===== src/rtl/instruction_fetch.sv =====
// IF stage: owns the PC, drives the instruction-memory address and captures the
// returned word into the IF/ID pipeline register, honouring stall, flush and redirect.
module instruction_fetch #(
    parameter int unsigned              addresswidth = 32,
    parameter int unsigned              width        = 32,
    parameter logic [addresswidth-1:0]  RESET_PC     = '0,
    parameter logic [width-1:0]         NOP          = '0
) (
    input  logic                    clk,
    input  logic                    reset_n,
    output logic [addresswidth-1:0] instrAddr,
    input  logic [width-1:0]        instrIn,
    input  logic                    stall,
    input  logic                    flush,
    input  logic                    redirect,
    input  logic [addresswidth-1:0] redirectAddr,
    output logic [width-1:0]        id_instr,
    output logic [addresswidth-1:0] id_pc,
    output logic [addresswidth-1:0] id_pcPlus4,
    output logic                    id_valid,
    output logic [31:0]             fetchCount,
    output logic                    misaligned
);

    localparam logic [addresswidth-1:0] PC_STEP = addresswidth'(4);

    logic [addresswidth-1:0] r_pc;
    logic [width-1:0]        r_id_instr;
    logic [addresswidth-1:0] r_id_pc;
    logic [addresswidth-1:0] r_id_pc_plus4;
    logic                    r_id_valid;
    logic [31:0]             r_fetch_count;
    logic                    r_misaligned;

    logic [addresswidth-1:0] w_pc_plus4;
    logic [addresswidth-1:0] w_redirect_pc;
    logic                    w_bubble;
    logic                    w_capture;

    // Word-aligned targets keep pc[1:0] at zero; the dropped bits only feed the sticky flag.
    assign w_pc_plus4    = r_pc + PC_STEP;
    assign w_redirect_pc = {redirectAddr[addresswidth-1:2], 2'b00};
    assign w_bubble      = redirect | flush;
    assign w_capture     = ~w_bubble & ~stall;

    // NOTE: reset is synchronous (sampled only at the clock edge), and all state
    // uses non-blocking assignments so every register sees pre-edge values.
    always_ff @(posedge clk) begin
        if (!reset_n) begin
            r_pc <= {RESET_PC[addresswidth-1:2], 2'b00};
        end else if (redirect) begin
            r_pc <= w_redirect_pc;
        end else if (!stall) begin
            r_pc <= w_pc_plus4;
        end
    end

    // IF/ID register: a bubble keeps the old pc fields, only instr/valid are cleared.
    always_ff @(posedge clk) begin
        if (!reset_n) begin
            r_id_instr    <= NOP;
            r_id_pc       <= '0;
            r_id_pc_plus4 <= '0;
            r_id_valid    <= 1'b0;
        end else if (w_bubble) begin
            r_id_instr    <= NOP;
            r_id_valid    <= 1'b0;
        end else if (w_capture) begin
            r_id_instr    <= instrIn;
            r_id_pc       <= r_pc;
            r_id_pc_plus4 <= w_pc_plus4;
            r_id_valid    <= 1'b1;
        end
    end

    always_ff @(posedge clk) begin
        if (!reset_n) begin
            r_fetch_count <= '0;
            r_misaligned  <= 1'b0;
        end else begin
            if (w_capture) begin
                r_fetch_count <= r_fetch_count + 32'd1;
            end
            if (redirect && (redirectAddr[1:0] != 2'b00)) begin
                r_misaligned <= 1'b1;
            end
        end
    end

    assign instrAddr  = r_pc;
    assign id_instr   = r_id_instr;
    assign id_pc      = r_id_pc;
    assign id_pcPlus4 = r_id_pc_plus4;
    assign id_valid   = r_id_valid;
    assign fetchCount = r_fetch_count;
    assign misaligned = r_misaligned;

endmodule


===== config.mk =====
export PLATFORM = sky130hd
export DESIGN_NAME = instruction_fetch
export DESIGN_NICKNAME = d
export VERILOG_FILES = /design/src/rtl/instruction_fetch.sv
export SDC_FILE = /design/constraint.sdc
export NUM_CORES = 1
export LEC_CHECK = 0
export BUFFER_PORTS_ARGS = -buffer_cell sky130_fd_sc_hd__buf_2
export CAP_MARGIN = 20
export CORE_MARGIN = 2
export CORE_UTILIZATION = 54
export CTS_CLUSTER_DIAMETER = 30
export CTS_CLUSTER_SIZE = 20
export DETAILED_ROUTE_END_ITERATION = 7
export GPL_ROUTABILITY_DRIVEN = 1
export PLACE_DENSITY = 0.91
export SYNTH_ARGS = -nofsm -noshare
export SYNTH_HDL_FRONTEND = slang
export SYNTH_SLANG_ARGS = --single-unit

===== constraint.sdc =====
create_clock -name clk -period 4.7 [get_ports clk]
set_input_delay 0.94 -clock clk [delete_from_list [all_inputs] [get_ports clk]]
set_output_delay 0.94 -clock clk [all_outputs]
set_load 0.05 [all_outputs]

After elaboration in Yosys (flattened, before gate mapping)
Index checks and enable logic that the tools add are counted.
Word-level totals
  logic and storage cells: 23
  flip-flop bits (word level): 162
  output and inout port bits: 162
Cells by class
  bitwise gates (word level): 5
  equal/unequal tests: 1
  reduce and logical (&&, ||, !) cells: 5
  add/sub/neg operators: 2
  mux-type cells: 2
Operator list (number)
  32-bit two-way mux: 2
  32-bit by 1-bit adder with 32-bit output (second input constant): 1
  32-bit by 3-bit adder with 32-bit output (second input constant): 1
  2-bit OR reduction: 2
  1-bit NOT: 3
  2-bit by 1-bit inequality test with 1-bit output (second input constant): 1
  2-bit AND reduction: 1
  2-bit nonzero test: 1
  1-bit AND: 1
  1-bit logical AND: 1
  1-bit bitwise OR: 1

Depth between registers and ports, before layout
Gate-level depths: netlist of run 1.
  word-level depth: 4
  gate-level depth with buffers: 7
  gate-level depth less buffers: 5

Least setup slack after synthesis of run 1
Ideal clock, no wire load.
  path kind: in2reg
  from: input port stall
  to: register r_pc[31], in the netlist instrAddr[31]
  cell stages on the path: 5
  setup time: 0.074 ns
  setup slack: 2.191 ns
  arrival time: 2.435 ns
  data required time: 4.626 ns
  cells stage by stage: buf_6 -> nand4b_4 -> or4_4 -> or4_1 -> a31oi_1
Between the ends
  cells in the longest elaborated chain, start to end: 1
RTL lines
  start, declared: RTL line 13  | input logic stall,
  2-bit by 1-bit inequality test with 1-bit output (no line)
  end signal, assigned: RTL line 50  | r_pc <= {RESET_PC[addresswidth-1:2], 2'b00};
  end signal, assigned: RTL line 52  | r_pc <= w_redirect_pc;
  end signal, assigned: RTL line 54  | r_pc <= w_pc_plus4;
  end, declared: RTL line 27  | logic [addresswidth-1:0] r_pc;
Every way passes these cells.
A chain may end at the register's enable or synchronous reset.

Final worst setup path of run 1
  from: input port redirect
  to: register r_fetch_count[30], in the netlist fetchCount[30]
Between the ends
  cells in the longest elaborated chain, start to end: 3
RTL lines
  start, declared: RTL line 15  | input logic redirect,
  1-bit bitwise OR: RTL line 43  | assign w_bubble = redirect | flush;
  1-bit NOT (no line)
  1-bit AND: RTL line 44  | assign w_capture = ~w_bubble & ~stall;
  end signal, assigned: RTL line 82  | r_fetch_count <= r_fetch_count + 32'd1;
  end, declared: RTL line 32  | logic [31:0] r_fetch_count;
Every way passes these cells.

==> metrics.csv, run 1 <==
stage,metric,value,unit
drt,WL/cell,16.9,um
synthesis,mean post-synth cell area,8.74,um2
drt,initial drt markers,499,
drt,post-route ant nets,0,
drt,via count,6858,
floorplan,die footprint,13700,um2
cts,clk root buf,clkbuf_16,
synthesis,"Distinct cells, synth",45,
job,max cap viols,0,
synthesis,"top cells by area, synth","dfxtp_1 45%, o221a_2 5.2%, a21oi_1 5.1%",
drt,routed wire length,19400,um
cts,setup bufs post-CTS,0,
synthesis,Synth area leader,dfxtp_1,
cts,cts hold-fix bufs,0,
floorplan,io pins,231,
synthesis,number of enable flip-flop cells after synthesis,0,
power,pwr/cell area,379,nW/um2
floorplan,die width,117,um
sta,worst slew pin tran,0.753,ns
setup_path,"delay-heaviest family, CP",simple AND/OR/NAND/NOR gates,
sta,Setup-failing EPs final,0,
cts,CTS resizes,0,
synthesis,Post-synth top flop,dfxtp_1,
synthesis,Cells after Synth,787,
floorplan,Core Region,12500,um2
global_route,number of global-route vias before repair,5962,
setup_path,Worst EP required,5.04,ns
floorplan,Die H,117,um
power,VDD IR max,0.000267,V
sta,Setup TNS,0,ns
placed_design,GP Congestion,0.861,
cts,Inserted Clock Buffers,17,
setup_path,Worst Setup End Kind,register,
global_route,first-pass GRT wire length,29800,um
drt,Pre-Repair DR Iteration Count,5,
synthesis,"flops & latches, synth",156,
cts,CTS tree,done,
setup_path,"Arr. time, crit path",3.16,ns
placed_design,port buffer count,224,
cts,H-tree depth,4,
cells_and_area,Layout Nets,1034,
setup_path,Worst Path Buf+Inv,1,
cts,CTS sink count,156,
sta,Max Fclk,355,MHz
setup_path,startpoint types,input port,
placed_design,Post-DP HPWL,13000,um
cts,Worst-path clk slew,0.06,ns
cells_and_area,# diodes,0,
setup_path,crit-path max cell delay,0.69,ns
synthesis,cell area after synthesis,6880,um2
floorplan,row count,41,
sta,final worst setup slack,1.88,ns
setup_path,"Cell Chain, Critical Path","buf_2, nor4b_4, nand4_1, or4_1, a21oi_1",
cells_and_area,filler cell count,994,
cells_and_area,Area growth syn-to-layout,25.2,%
sta,Slew Limit Headroom,0.496,
sta,crit path time final,2.82,ns
setup_path,Crit Path Max Fanout,20,
cts,clock tree buffer depth,2,
sta,RSZ-0062 raised after global routing,no,
status,outcome,"finished, final reports clean",
synthesis,ys async rst share,0,
sta,fin. max-slew vios,0,
global_route,GRT Overall Usage,0.276,
setup_path,CP Class,input port to register,
global_route,initial antenna violation count,0,
synthesis,Yosys top cell area share,0.454,
cts,later-pin clock latency in the skew report,0.42,ns
sta,Hold WS,0.449,ns
synthesis,post-synthesis sequential area ratio,0.454,
global_route,GRT overflow,0,
sta,Final Skew,0.00508,ns
cells_and_area,storage element area,3120,um2
power,final total power,0.00327,W
floorplan,Initial Util,0.550,
synthesis,yosys warns,0,
sta,period utilisation layout,0.599,
min_path,Hold WC Path Type,register to register,
cells_and_area,Multi-input gate area,3400,um2
drt,Via density,5.97,
power,leakage,3.60,nW
sta,Final Hold Viols,0,
cells_and_area,layout cell share with drive strength beyond 1,0.316,
drt,residual DRC count,0,
global_route,maximum number of pins on one net before global-route repair,123,
setup_path,CP max-delay cell,or4_1,
placed_design,Setup WS pre-CTS,1.53,ns
==> metrics by stage <==
stage | instances | utilization | area, um2
floorplan | 792 | - | 6900
finish | 1148 | 0.688 | 8610
CTS | 1147 | 0.686 | 8590
global route | 1148 | 0.688 | 8610
detailed placement | 1115 | 0.635 | 7950
global placement | 1115 | 0.635 | 7950
==> tightest hold or removal path, stage by stage, from the launching register on <==
cell and delay, ns:
dfxtp_1 0.30, nand2_1 0.05, a21oi_1 0.05
==> placed cells by master, fill, tap and decap left out, types with 26 or more instances in the layout <==
cell / count
a31oi_1: 29
o221a_2: 32
or3_1: 26
a21oi_1: 70
buf_2: 224
dfxtp_1: 156
nor2_1: 27
or4_1: 30
o31ai_1: 29
nand2_1: 88
o21ai_0: 69
==> report_power, final <==
group,total (W),internal [W],switching (W),leakage [nW]
Combinational,0.000360,0.0000936,0.000266,2.01
Sequential,0.00142,0.00136,0.0000593,1.27
Clock,0.00149,0.000951,0.000535,0.316
==> worst paths after layout <==
path,from,endpoint,slack [ns],cells after the start
setup reg to reg,instrAddr[2],instrAddr[22],1.93,5
setup / recovery,redirect,fetchCount[30],1.88,5
hold reg to reg,id_pc[20],id_pc[20],0.45,2
hold / removal,id_pc[20],id_pc[20],0.45,2
==> layout make-up <==
class,count,area share
flip-flops and latches,156,0.363
inverters,10,0.00436
repair buffers,232,0.139
clock inverters,13,0.0228
multi-input cells,546,0.394
clock buffers,19,0.0514
well taps,172,0.0250
==> Yosys cell counts (2+ instances only) <==
| cell | n |
|---|---|
| nand4_4 | 2 |
| or4_4 | 2 |
| ha_1 | 2 |
| o31ai_1 | 29 |
| and4_1 | 10 |
| nand2_1 | 88 |
| clkbuf_1 | 61 |
| nor4_1 | 8 |
| a31oi_1 | 29 |
| o21ai_0 | 69 |
| xor2_1 | 14 |
| nor2_1 | 27 |
| buf_2 | 9 |
| o21a_1 | 3 |
| nand2b_1 | 6 |
| inv_1 | 10 |
| o221a_2 | 32 |
| a211oi_1 | 7 |
| or2_2 | 3 |
| or4_1 | 30 |
| nor3_1 | 8 |
| dfxtp_1 | 156 |
| xnor2_1 | 17 |
| nand3_1 | 18 |
| nand4_1 | 14 |
| mux2i_1 | 4 |
| or3_1 | 26 |
| and3_1 | 9 |
| buf_4 | 9 |
| a21oi_1 | 70 |
==> cells by family after synthesis <==
group | Yosys count | synth area share
and+or+nand+nor | 258 | 0.210
AOI/OAI and AO/OA | 245 | 0.230
DFF | 156 | 0.454
buffers and inverters | 90 | 0.0567
xor gates and xnor gates | 31 | 0.0395
muxes | 4 | 0.00582
adders and majority gates | 2 | 0.00364
other | 1 | 0.000545
==> flip-flops by register name, indices dropped and copies added, names as in the netlist <==
signal      cells
fetchCount     32
id_pc          30
id_pcPlus4     30
misaligned      1
instrAddr      30
id_valid        1
id_instr       32
==> per-layer routing <==
layer	part of all wire	GRT usage
met4	0.032	0.133
met1	0.42	0.361
met2	0.47	0.431
met3	0.070	0.0644
met5	0	0
Power figures use the tool's default switching activity.
==> run 2: changes to the inputs <==
--- a/config.mk
+++ b/config.mk
@@ -8,12 +8,12 @@
 export BUFFER_PORTS_ARGS = -buffer_cell sky130_fd_sc_hd__buf_2
 export CAP_MARGIN = 20
 export CORE_MARGIN = 2
-export CORE_UTILIZATION = 54
+export CORE_UTILIZATION = 51
 export CTS_CLUSTER_DIAMETER = 30
 export CTS_CLUSTER_SIZE = 20
 export DETAILED_ROUTE_END_ITERATION = 7
 export GPL_ROUTABILITY_DRIVEN = 1
-export PLACE_DENSITY = 0.91
+export PLACE_DENSITY = 0.87
 export SYNTH_ARGS = -nofsm -noshare
 export SYNTH_HDL_FRONTEND = slang
 export SYNTH_SLANG_ARGS = --single-unit
==> constraint.sdc (replaced) <==
create_clock -name clk -period 2.7 [get_ports clk]
set_input_delay 0.54 -clock clk [delete_from_list [all_inputs] [get_ports clk]]
set_output_delay 0.54 -clock clk [all_outputs]
set_load 0.05 [all_outputs]
==> metrics.csv, run 2 (synthesis results as in run 1) <==
stage,metric,value,unit,change
status,outcome,"finished, final reports clean",,unchanged
power,combinational power share,0.119,,was 0.110
floorplan,Die H,120,um,was 117 um
power,Internal Pwr Total,0.00395,W,was 0.00241 W
placed_design,Post-DP HPWL,13300,um,was 13000 um
setup_path,Worst Setup End Kind,register,,unchanged
sta,RSZ-0062 raised after global routing,no,,unchanged
sta,worst slew pin tran,0.718,ns,was 0.753 ns
sta,Max Fclk,449,MHz,
drt,post-route ant nets,0,,unchanged
cts,clock tree buffer depth,2,,unchanged
setup_path,"Cell Chain, Critical Path","nand4_1, or3_1, or4_1, a31oi_1",,"was buf_2, nor4b_4, nand4_1, or4_1, a21oi_1"
global_route,initial antenna violation count,1,,was 0
drt,Via density,5.91,,was 5.97
drt,routed wire length,19800,um,was 19400 um
setup_path,startpoint types,register,,was input port
cts,CTS sink count,156,,unchanged
drt,Pre-Repair DR Iteration Count,5,,unchanged
cts,later-pin clock latency in the skew report,0.42,ns,about the same
cts,clk root buf,clkbuf_16,,unchanged
placed_design,GP Congestion,0.857,,was 0.861
setup_path,Worst EP required,3.04,ns,was 5.04 ns
global_route,GRT Overall Usage,0.271,,was 0.276
drt,initial drt markers,585,,was 499
cts,setup bufs post-CTS,0,,unchanged
job,max cap viols,0,,unchanged
cells_and_area,most frequent cells in the layout,"224 x buf_2, 156 x dfxtp_1, 88 x nand2_1",,unchanged
floorplan,io pins,231,,unchanged
setup_path,Worst Path Buf+Inv,0,,was 1
cts,CTS resizes,0,,unchanged
cells_and_area,Area growth syn-to-layout,25.4,%,was 25.2%
setup_path,"Arr. time, crit path",2.57,ns,was 3.16 ns
sta,Final Hold Viols,0,,unchanged
floorplan,row count,42,,was 41
setup_path,CP max-delay cell,or3_1,,was or4_1
floorplan,Initial Util,0.522,,was 0.550
setup_path,crit-path max cell delay,0.66,ns,was 0.69 ns
cts,Worst-path clk slew,0.06,ns,about the same
power,Clk pwr share,0.428,,was 0.455
cts,cts hold-fix bufs,0,,unchanged
power,VDD IR max,0.000525,V,was 0.000267 V
global_route,number of global-route vias before repair,6123,,was 5962
power,leakage,3.60,nW,about the same
power,Reg power frac,0.453,,was 0.435
cells_and_area,layout cell share with drive strength beyond 1,0.318,,was 0.316
cts,H-tree depth,4,,unchanged
cts,CTS tree,done,,unchanged
cells_and_area,Layout Nets,1041,,was 1034
sta,period utilisation layout,0.826,,
sta,Slew Limit Headroom,0.522,,was 0.496
sta,Setup-failing EPs final,0,,unchanged
global_route,maximum number of pins on one net before global-route repair,123,,unchanged
setup_path,CP Class,register to register,,was input port to register
placed_design,port buffer count,224,,unchanged
sta,crit path time final,2.23,ns,
drt,via count,6857,,was 6858
cts,Inserted Clock Buffers,17,,unchanged
sta,fin. max-slew vios,0,,unchanged
global_route,GRT overflow,0,,unchanged
power,final total power,0.00545,W,was 0.00327 W
floorplan,die footprint,14400,um2,was 13700 um2
power,Sw Share,0.275,,was 0.263
cells_and_area,"commonest non-fill, non-tap cell in the layout",buf_2,,unchanged
setup_path,Crit Path Max Fanout,24,,was 20
setup_path,"delay-heaviest family, CP",simple AND/OR/NAND/NOR gates,,unchanged
power,P_sw,0.00150,W,was 0.000861 W
power,pwr/cell area,631,nW/um2,was 379 nW/um2
drt,WL/cell,17.1,um,was 16.9 um
floorplan,die width,120,um,was 117 um
sta,Final Skew,0.00820,ns,was 0.00508 ns
min_path,Hold WC Path Type,input port to register,,was register to register
floorplan,Core Region,13200,um2,was 12500 um2
sta,Setup TNS,0,ns,unchanged
drt,residual DRC count,0,,unchanged
global_route,first-pass GRT wire length,31300,um,was 29800 um
run 2: cell count changes in the layout (fill, tap and decap cells not counted), sizes merged, moves of 2 or more:
cell | before | now
buf | 232 | 239
clkinv | 7 | 4
bufinv | 5 | 2
clkinvlp | 1 | 3
clkbuf | 19 | 22
run 2: worst paths after layout:
path              startpoint             end  slack [ns]  depth (start not counted)
min          redirectAddr[2]    instrAddr[2]        0.36                          3
max            instrAddr[18]  id_pcPlus4[31]        0.47                          4
max reg2reg    instrAddr[18]  id_pcPlus4[31]        0.47                          4
min reg2reg        id_pc[25]       id_pc[25]        0.45                          2
run 2: layer usage:
layer,track usage,vias up,wire length (um)
li1,-,3280,-
met1,0.368,3238,8450
met2,0.419,301,9460
met3,0.0570,38,1390
met4,0.114,0,503
met5,0,-,0
run 2: area by class of cell:
class                   instances  area, um2
multi-input cells             546       3400
well taps                     176        220
fillers                      1105       4560
repair buffers                239       1270
clock inverters                10        115
flip-flops and latches        156       3120
inverters                      10       37.5
diodes                          1       2.50
clock buffers                  22        464
run 2: stage by stage:
| stage | hold slack (ns) | utilization | instances | instance area, um2 | setup slack (ns) |
|---|---|---|---|---|---|
| 6_report | 0.357 | 0.654 | 1160 | 8630 | 0.471 |
| 3_5_place_dp | 0.445 | 0.610 | 1127 | 8050 | 0.448 |
| 5_1_grt | 0.354 | 0.654 | 1160 | 8630 | 0.319 |
| 3_3_place_gp | 0.431 | 0.610 | 1127 | 8050 | 0.477 |
| 4_1_cts | 0.345 | 0.654 | 1159 | 8630 | 0.495 |
| 2_1_floorplan | 0.664 | - | 792 | 6900 | 0.385 |
run 2: power by group through the flow:
| stage | clock network (W) | registers, W | logic (W) |
|---|---|---|---|
| finish | 0.00233 | 0.00247 | 0.000647 |
| global route | 0.00246 | 0.00248 | 0.000685 |
| CTS | 0.00236 | 0.00246 | 0.000647 |
| detailed placement | 0 | 0.00251 | 0.000643 |
| global placement | 0 | 0.00251 | 0.000638 |
| floorplan | 0 | 0.00271 | 0.000250 |
run 2: worst min-delay path, stage by stage:
cell	delay [ns]
buf_2	0.08
a21oi_1	0.05
nor2_1	0.07
==> run 3: changes to the inputs <==
--- a/config.mk
+++ b/config.mk
@@ -8,12 +8,12 @@
 export BUFFER_PORTS_ARGS = -buffer_cell sky130_fd_sc_hd__buf_2
 export CAP_MARGIN = 20
 export CORE_MARGIN = 2
-export CORE_UTILIZATION = 51
+export CORE_UTILIZATION = 46
 export CTS_CLUSTER_DIAMETER = 30
 export CTS_CLUSTER_SIZE = 20
 export DETAILED_ROUTE_END_ITERATION = 7
 export GPL_ROUTABILITY_DRIVEN = 1
-export PLACE_DENSITY = 0.87
+export PLACE_DENSITY = 0.83
 export SYNTH_ARGS = -nofsm -noshare
 export SYNTH_HDL_FRONTEND = slang
 export SYNTH_SLANG_ARGS = --single-unit
==> constraint.sdc (replaced) <==
create_clock -name clk -period 1.8 [get_ports clk]
set_input_delay 0.36 -clock clk [delete_from_list [all_inputs] [get_ports clk]]
set_output_delay 0.36 -clock clk [all_outputs]
set_load 0.05 [all_outputs]
==> metrics.csv, run 3 (synthesis results as in run 1) <==
stage,metric,value,unit,change
status,outcome,"finished, final reports clean",,unchanged
drt,Pre-Repair DR Iteration Count,7,,was 5
cells_and_area,design area,9370,um2,was 8630 um2
setup_path,crit-path max cell delay,0.58,ns,was 0.66 ns
cts,CTS sink count,156,,unchanged
cts,later-pin clock latency in the skew report,0.43,ns,was 0.42 ns
sta,Final Skew,0.00895,ns,was 0.00820 ns
setup_path,startpoint types,register,,unchanged
cells_and_area,# diodes,0,,was 1
setup_path,CP max-delay cell,or4_4,,was or3_1
drt,initial drt markers,594,,was 585
drt,via count,6973,,was 6857
floorplan,io pins,231,,unchanged
job,max cap viols,0,,unchanged
setup_path,Worst EP required,2.12,ns,was 3.04 ns
min_path,Hold WC Path Type,input port to register,,unchanged
floorplan,Initial Util,0.472,,was 0.522
global_route,met3 Track Usage GR,0.0540,,was 0.0570
floorplan,die width,126,um,was 120 um
global_route,met1 Usage GRT,0.339,,was 0.368
placed_design,cell count after placement,1180,,was 1127
sta,fin. max-slew vios,0,,unchanged
floorplan,row count,44,,was 42
placed_design,port buffer count,224,,unchanged
drt,Via density,5.68,,was 5.91
setup_path,Worst Path Buf+Inv,0,,unchanged
floorplan,die footprint,16000,um2,was 14400 um2
sta,Final Hold Viols,0,,unchanged
placed_design,Post-DP HPWL,14800,um,was 13300 um
drt,WL/cell,17.3,um,was 17.1 um
cells_and_area,layout cell share with drive strength beyond 1,0.426,,was 0.318
sta,period utilisation layout,0.993,,was 0.826
cts,Inserted Clock Buffers,17,,unchanged
sta,Max Fclk,559,MHz,was 449 MHz
placed_design,Placement Cell Area,8570,um2,was 8050 um2
global_route,GRT Overall Usage,0.258,,was 0.271
setup_path,"Arr. time, crit path",2.11,ns,was 2.57 ns
cells_and_area,final core utilization,0.642,,was 0.654
drt,residual DRC count,0,,unchanged
cts,Worst-path clk slew,0.06,ns,about the same
cts,clock tree buffer depth,2,,unchanged
setup_path,CP Class,register to register,,unchanged
sta,Setup-failing EPs final,0,,unchanged
setup_path,Worst Setup End Kind,register,,unchanged
cts,clk root buf,clkbuf_16,,unchanged
placed_design,GP Congestion,0.841,,was 0.857
cells_and_area,"commonest non-fill, non-tap cell in the layout",buf_2,,unchanged
cts,CTS tree,done,,unchanged
power,leakage,3.95,nW,was 3.60 nW
power,VDD IR max,0.000740,V,was 0.000525 V
floorplan,Die H,126,um,was 120 um
global_route,number of global-route vias before repair,6473,,was 6123
cts,cts hold-fix bufs,0,,unchanged
setup_path,"delay-heaviest family, CP",simple AND/OR/NAND/NOR gates,,unchanged
power,pwr/cell area,901,nW/um2,was 631 nW/um2
global_route,maximum number of pins on one net before global-route repair,52,,was 123
setup_path,"most used cell, CP",or4_4,,
drt,post-route ant nets,0,,unchanged
setup_path,Crit Path Max Fanout,6,,was 24
global_route,first-pass GRT wire length,33400,um,was 31300 um
global_route,GRT overflow,0,,unchanged
drt,routed wire length,21200,um,was 19800 um
sta,crit path time final,1.79,ns,was 2.23 ns
global_route,grt met2 use,0.418,,was 0.419
setup_path,"Cell Chain, Critical Path","nand3_4, or4_4, or4_4, o211a_1",,"was nand4_1, or3_1, or4_1, a31oi_1"
cells_and_area,final std cells w/o fill,1227,,was 1160
sta,RSZ-0062 raised after global routing,yes,,was no
floorplan,Core Region,14600,um2,was 13200 um2
global_route,layer carrying the most global-route usage,met2,,unchanged
global_route,initial antenna violation count,1,,unchanged
cells_and_area,most frequent cells in the layout,"226 x buf_2, 109 x dfxtp_1, 87 x nand2_1",,"was 224 x buf_2, 156 x dfxtp_1, 88 x nand2_1"
cells_and_area,Area growth syn-to-layout,36.2,%,was 25.4%
cells_and_area,Layout Nets,1101,,was 1041
cts,H-tree depth,4,,unchanged
-- run 3: cell types whose count changed in the layout (fill, tap and decap cells not counted), sizes merged --
cell	before	now
buf	239	299
bufinv	2	3
diode	1	0
inv	11	13
clkinvlp	3	1
clkbuf	22	21
-- run 3: worst paths after layout --
| path | startpoint | slack [ns] | cells after the start | endpoint |
|---|---|---|---|---|
| max | instrAddr[7] | 0.01 | 4 | id_pcPlus4[29] |
| min | redirectAddr[6] | 0.18 | 3 | instrAddr[6] |
| max reg2reg | instrAddr[7] | 0.01 | 4 | id_pcPlus4[29] |
| min reg2reg | id_pc[18] | 0.45 | 2 | id_pc[18] |
-- run 3: layout make-up --
cell class              instances  area [um2]
fillers                      1197        5220
multi-input cells             546        3520
flip-flops and latches        156        3240
repair buffers                299        1740
clock buffers                  21         462
well taps                     184         230
clock inverters                11         139
inverters                      10        37.5
-- run 3: what timing repair did --
action / CTS / global route
gates cloned: 2 / 1
resized for setup: 4 / 21
setup buffers: 5 / 7
setup endpoints to repair: 7 / 24
pin swaps: 4 / 18
hold endpoints to repair: 0 / 0
-- run 3: worst register-to-register path: stages, from the launching register on --
cell and delay, ns:
dfxtp_4 0.39, nand3_4 0.08, or4_4 0.58, or4_4 0.43, o211a_1 0.21
-- run 3: through the flow --
| stage | power, W | setup TNS [ns] | hold WS, ns | worst slack (ns) |
|---|---|---|---|---|
| 2_1_floorplan | 0.00447 | -0.909 | 0.494 | -0.141 |
| 3_3_place_gp | 0.00478 | -0.222 | 0.431 | -0.0695 |
| 3_5_place_dp | 0.00480 | -0.631 | 0.443 | -0.118 |
| 4_1_cts | 0.00849 | 0 | 0.161 | 0.00764 |
| 5_1_grt | 0.00871 | -0.564 | 0.187 | -0.0606 |
| 6_report | 0.00845 | 0 | 0.179 | 0.0118 |
-- run 3: metal layers --
layer,vias up,share of wire
met5,-,0
met4,0,0.024
met3,37,0.061
met2,247,0.48
met1,3294,0.44
li1,3395,-
-- run 3: power breakdown --
| part | internal [W] | switching (W) | leakage [nW] |
|---|---|---|---|
| Clock | 0.00226 | 0.00143 | 0.297 |
| Sequential | 0.00355 | 0.000103 | 1.30 |
| Combinational | 0.000320 | 0.000785 | 2.35 |
